[src/rtl/rip_bram_lsu.sv]
// rip_bram_lsu: load/store front end for port 1 of the byte-write data BRAM, splitting word-crossing accesses
module rip_bram_lsu #(
  parameter int ADDR_WIDTH = 10
) (
  input  logic                  clk,
  input  logic                  rst,
  input  logic                  req_valid,
  output logic                  req_ready,
  input  logic                  req_we,
  input  logic [2:0]            req_funct3,
  input  logic [31:0]           req_addr,
  input  logic [31:0]           req_wdata,
  output logic                  bram_enable,
  output logic [ADDR_WIDTH-1:0] bram_addr,
  output logic [3:0]            bram_we,
  output logic [31:0]           bram_din,
  input  logic [31:0]           bram_dout,
  output logic                  rsp_valid,
  output logic [31:0]           rsp_rdata,
  output logic                  rsp_err
);
  localparam logic [0:0] IDLE  = 1'b0;
  localparam logic [0:0] SPLIT = 1'b1;
  logic [0:0] state;
  logic [1:0] off;
  logic [ADDR_WIDTH-1:0] word;
  logic [3:0] szm;
  logic [7:0] mask;
  logic err, split, acc, go;
  logic [31:0] rot;
  logic [ADDR_WIDTH-1:0] s_addr;
  logic [3:0] s_we;
  logic [31:0] s_din;
  logic s1_v, s1_ld, s1_sp, s1_err, s2_v, s2_ld;
  logic [2:0] s1_f3, s2_f3;
  logic [1:0] s1_off, s2_off;
  logic [31:0] hold;
  logic fin, c_ld, c_err;
  logic [2:0] c_f3;
  logic [1:0] c_off;
  logic [31:0] lo, w, ext;
  logic [23:0] hi;
  logic unused_addr;
  assign unused_addr = ^req_addr[31:ADDR_WIDTH+2];
  // Decode the incoming request and drive the BRAM port from it, or from the latched second half
  always_comb begin
    off = req_addr[1:0];
    word = req_addr[ADDR_WIDTH+1:2];
    err = req_funct3 == 3'b011 || req_funct3[2:1] == 2'b11 || (req_we && req_funct3[2]);
    szm = req_funct3[1:0] == 2'b00 ? 4'b0001 : req_funct3[1:0] == 2'b01 ? 4'b0011 : 4'b1111;
    mask = {4'b0000, szm} << off;
    split = !err && |mask[7:4];
    acc = req_valid && state == IDLE;
    go = acc && !err;
    rot = off == 2'd0 ? req_wdata : off == 2'd1 ? {req_wdata[23:0], req_wdata[31:24]} :
          off == 2'd2 ? {req_wdata[15:0], req_wdata[31:16]} : {req_wdata[7:0], req_wdata[31:8]};
    req_ready = state == IDLE;
    bram_enable = state == SPLIT || go;
    bram_addr = state == SPLIT ? s_addr : word;
    bram_we = state == SPLIT ? s_we : (go && req_we) ? mask[3:0] : 4'b0000;
    bram_din = state == SPLIT ? s_din : rot;
  end
  // FSM plus the second-access registers captured when a request is accepted
  always_ff @(posedge clk or posedge rst)
    if (rst) begin
      state <= IDLE;
      s_addr <= '0;
      s_we <= '0;
      s_din <= '0;
    end else begin
      state <= (acc && split) ? SPLIT : IDLE;
      if (acc) begin
        s_addr <= word + ADDR_WIDTH'(1);
        s_we <= req_we ? mask[7:4] : 4'b0000;
        s_din <= rot;
      end
    end
  // Pick the finishing request (split from stage 2, otherwise stage 1) and extract its load data
  always_comb begin
    fin = s2_v || (s1_v && !s1_sp);
    c_ld = s2_v ? s2_ld : s1_ld;
    c_f3 = s2_v ? s2_f3 : s1_f3;
    c_off = s2_v ? s2_off : s1_off;
    c_err = !s2_v && s1_err;
    lo = s2_v ? hold : bram_dout;
    hi = s2_v ? bram_dout[23:0] : 24'd0;
    w = c_off == 2'd0 ? lo : c_off == 2'd1 ? {hi[7:0], lo[31:8]} :
        c_off == 2'd2 ? {hi[15:0], lo[31:16]} : {hi[23:0], lo[31:24]};
    ext = c_f3[1:0] == 2'b00 ? {{24{~c_f3[2] & w[7]}}, w[7:0]} :
          c_f3[1:0] == 2'b01 ? {{16{~c_f3[2] & w[15]}}, w[15:0]} : w;
  end
  // Response pipeline: stage 1 follows every access, stage 2 only the second half of a split
  always_ff @(posedge clk or posedge rst)
    if (rst) begin
      s1_v <= 1'b0;
      s1_ld <= 1'b0;
      s1_sp <= 1'b0;
      s1_err <= 1'b0;
      s1_f3 <= '0;
      s1_off <= '0;
      s2_v <= 1'b0;
      s2_ld <= 1'b0;
      s2_f3 <= '0;
      s2_off <= '0;
      hold <= '0;
      rsp_valid <= 1'b0;
      rsp_err <= 1'b0;
      rsp_rdata <= '0;
    end else begin
      s1_v <= acc;
      s1_ld <= !req_we;
      s1_sp <= split;
      s1_err <= err;
      s1_f3 <= req_funct3;
      s1_off <= off;
      s2_v <= s1_v && s1_sp;
      s2_ld <= s1_ld;
      s2_f3 <= s1_f3;
      s2_off <= s1_off;
      if (s1_v && s1_sp) hold <= bram_dout;
      rsp_valid <= fin;
      rsp_err <= fin && c_err;
      rsp_rdata <= (fin && c_ld && !c_err) ? ext : 32'd0;
    end
endmodule

[config.mk]
export PLATFORM = sky130hd
export DESIGN_NAME = rip_bram_lsu
export DESIGN_NICKNAME = d
export VERILOG_FILES = /design/src/rtl/rip_bram_lsu.sv
export SDC_FILE = /design/constraint.sdc
export NUM_CORES = 1
export LEC_CHECK = 0
export ABC_AREA = 1
export CAP_MARGIN = 20
export CORE_ASPECT_RATIO = 0.9
export CORE_UTILIZATION = 40
export CTS_CLUSTER_DIAMETER = 200
export DETAILED_ROUTE_END_ITERATION = 16
export DONT_BUFFER_PORTS = 1
export GPL_TIMING_DRIVEN = 0
export PLACE_DENSITY_LB_ADDON = 0.25
export SLEW_MARGIN = 15
export SYNTH_ARGS = -nofsm -noshare
export SYNTH_HDL_FRONTEND = slang
export SYNTH_SLANG_ARGS = --single-unit
[constraint.sdc]
create_clock -name clk -period 10.9 [get_ports clk]
set_input_delay 2.18 -clock clk [delete_from_list [all_inputs] [get_ports clk]]
set_output_delay 2.18 -clock clk [all_outputs]
set_load 0.03 [all_outputs]
==> summary.md <==
| Metric | Value |
|---|---|
| Outcome | `complete, no violations` |
| Slowest CP cell | `o21ai_0` |
| Syn avg cell area | `7.20 sq um` |
| Synth cell types | `37` |
| Synthesized area | `0.00746 sq mm` |
| Crit path buffers/inverters | `2` |
| Clock-pin slew on the worst setup and hold paths | `0.06 ns` |
| Area of the multi-input gates | `0.00361 sq mm` |
| Post-route clock skew | `0.0152 ns` |
| Internal | `0.964 mW` |
| # diodes | `0` |
| Min cycle time layout | `6.58 ns` |
| Fmax | `152 MHz` |
| Die X | `146 um` |
| Sequential group share of total power | `40.1%` |
| # DRC | `0` |
| Clk buf depth | `2` |
| RSZ-0062 raised after global routing | `false` |
| Area after DPL | `0.00779 sq mm` |
| WS Path Type | `input port to primary output` |
| Layout cells sized above 1 | `9.73%` |
| Total number of vias | `7,399` |
| Overall power | `1.46 mW` |
| Max cap viols | `0` |
| Flops & latches, synth | `128` |
| Switching Share | `33.9%` |
| Critical path capture point type | `primary output` |
| Seq/Total Area, Yosys | `43.0%` |
| Post-synthesis net count | `1,140` |
| DR WL/cell | `20.0 um` |
| Slew @ Worst Pin | `1.11 ns` |
| Cell Rows | `46` |
| Pre-antenna DRT Iters | `5` |
| Peak supply drop | `0.110 mV` |
| Crit path max-delay family | `compound AO/OA/AOI/OAI gates` |
| Setup TNS | `0 ns` |
| Sequential cell area | `0.00320 sq mm` |
| Root buffer cell | `clkbuf_16` |
| Overflow after GRT | `0` |
| 1st-iter DRT viols | `646` |
| Port bufs | `0` |
| CTS tree | `done` |
| Hold WC Path Type | `flip-flop to flip-flop` |
| Post-Syn Instances | `1,036` |
| Hpwl dp | `19.5 mm` |
| Placer Congestion | `0.957` |
| Cts hold-fix bufs | `0` |
| First-pass GRT wire length | `40.7 mm` |
| Critical path data arrival time | `4.40 ns` |
| Synth warn | `0` |
| Leakage | `3.94 nW` |
| DRT Wirelength | `26.2 mm` |
| WP data required | `8.72 ns` |
| Number of H-tree levels | `4` |
| Most frequent cells in the layout | `nand2_1, o21ai_0, dfrtp_1` |
| Final instance area | `0.00837 sq mm` |
| Die Ht | `132 um` |
| Non-filler cells in the finished layout | `1,309` |
| Vias in the first global route | `6,889` |
| CP Launch Type | `input port` |
| Crit Path Max Fanout | `10` |
| Placed insts | `1,277` |
| Clock power frac | `38.8%` |
| Filler cells | `1,830` |
| Total GRT Usage | `27.9%` |
| Final design utilization | `46.6%` |
| Area growth from synthesis to layout | `12.3%` |
| Die area | `0.0192 sq mm` |
| Post-CTS setup buffer count | `0` |
| Final worst slack | `4.32 ns` |
| Clock Latency Late Sink | `0.43 ns` |
| Initial antenna violation count | `0` |
| Final setup violating endpoints | `0` |
| Post-DRT Antenna Nets | `0` |
| Final Cycle Share | `60.3%` |
| Nets | `1,160` |
| Cell Chain, Critical Path | `inv_2 -> nand2_1 -> nand2_1 -> clkbuf_1 -> nor2_1 -> o21ai_0 -> o21ai_0 -> o21ai_0` |
| Post_cts resized | `0` |
| Via density | `5.65` |
| Worst slack, placed | `4.41 ns` |
| Max-Slew Margin vs Limit | `25.0%` |
| Logic gate share of total power | `21.1%` |
| PwrDens | `174 mW/mm^2` |
| Core area | `0.0180 sq mm` |
| Final Max Tran Viols | `0` |
| Min Hold Slack | `0.371 ns` |
| Commonest non-fill, non-tap cell in the layout | `nand2_1` |
| CTS sink cnt | `128` |
| Ports | `185` |
| CP max stage delay | `0.90 ns` |
| Initial core utilization | `41.5%` |
| Fin. Hold Viols | `0` |
| Largest net degree at the start of global routing | `82` |
| Net Sw Power | `0.495 mW` |
| CTS buffer count | `17` |
| Crit-path most repeated cell | `o21ai_0` |
-- registers in the layout (all words and copies together), names as in the netlist, 2 cells and up --
name,flops
s_we,3
s2_f3,3
hold,32
s_din,32
s1_f3,3
s2_off,2
s_addr,10
rsp_rdata,32
s1_off,2
-- per-layer routing --
layer  global-route usage (%)  vias to the layer above  part of all wire, %
li1                         -                     3475                    -
met5                        0                        -                    0
met2                     41.6                      374                   44
met1                     38.2                     3515                   44
met3                     8.54                       35                   10
met4                     9.24                        0                  2.0
-- path summary, 6_finish.rpt --
path                                         start                endpoint  slack [ns]  depth (start not counted)
worst max-delay path                   req_addr[0]             bram_din[7]        4.32                          8
worst min-delay path            s1_f3[0]$_DFF_PP0_      s2_f3[0]$_DFF_PP0_        0.37                          0
worst max register to register      s2_v$_DFF_PP0_  rsp_rdata[5]$_DFF_PP0_        8.67                          9
worst min register to register  s1_f3[0]$_DFF_PP0_      s2_f3[0]$_DFF_PP0_        0.37                          0
max in group asynchronous                      rst     rsp_valid$_DFF_PP0_        8.48                          2
min in group asynchronous                      rst    hold[24]$_DFFE_PP0P_        1.64                          1
-- synthesized netlist by cell type --
cell,instances,area (sq um)
inv_1,81,304
o32ai_1,1,8.76
o21ai_1,5,25.0
buf_8,1,15.0
or2_1,1,6.26
a211oi_1,3,22.5
nor2_4,1,11.3
buf_2,18,90.1
o211ai_1,12,90.1
mux2i_1,2,20.0
a31oi_1,6,37.5
dfrtp_1,128,3200
nor2_1,67,251
clkbuf_1,36,135
inv_2,5,18.8
nand4_1,1,6.26
nand2_4,7,78.8
buf_6,6,67.6
or2_0,2,12.5
buf_1,1,3.75
or2_2,3,18.8
nor2_2,21,131
nand3_2,1,10.0
nor3_1,8,40.0
o21ai_0,199,996
nand2_1,304,1140
ha_1,1,12.5
o31ai_1,5,37.5
o22ai_1,22,138
xor2_1,1,8.76
nand2_2,9,56.3
nand3_1,18,90.1
o221ai_1,16,140
o2111ai_1,2,17.5
a21oi_1,39,195
nand3b_1,1,7.51
clkinv_1,2,7.51
-- cell type report --
class                   instances  area share (%)
plain buffers                  62            3.72
clock buffers                  20            5.34
clock inverters                12            1.63
inverters                      88            4.01
multi-input cells             758            43.1
flip-flops and latches        128            38.3
well taps                     240            3.59
repair buffers                  1           0.329
-- power by group through the flow --
stage          Sequential, mW  Combinational [mW]  Clock (mW)
2_1_floorplan           0.585               0.229           0
3_3_place_gp            0.590               0.300           0
3_5_place_dp            0.593               0.304           0
4_1_cts                 0.585               0.305       0.573
5_1_grt                 0.592               0.341       0.594
6_report                0.585               0.309       0.566
-- worst reg2reg max path: stages, from the launching register on --
cell and delay, ns:
dfrtp_1 0.39, inv_2 0.13, buf_2 0.24, buf_2 0.28, buf_2 0.31, nand2_1 0.07
o21ai_0 0.22, nand2_1 0.13, a31oi_1 0.26, nor3_1 0.08
-- logic make-up after synthesis --
group / count (synthesis) / synth area share, %
mux: 2 / 0.269
flops: 128 / 43.0
simple gates: 444 / 25.0
buf+inv: 150 / 8.61
xor+xnor: 1 / 0.117
fa+ha+maj: 1 / 0.168
compound gates: 310 / 22.9
No activity file was read; power rests on OpenSTA's default activity.
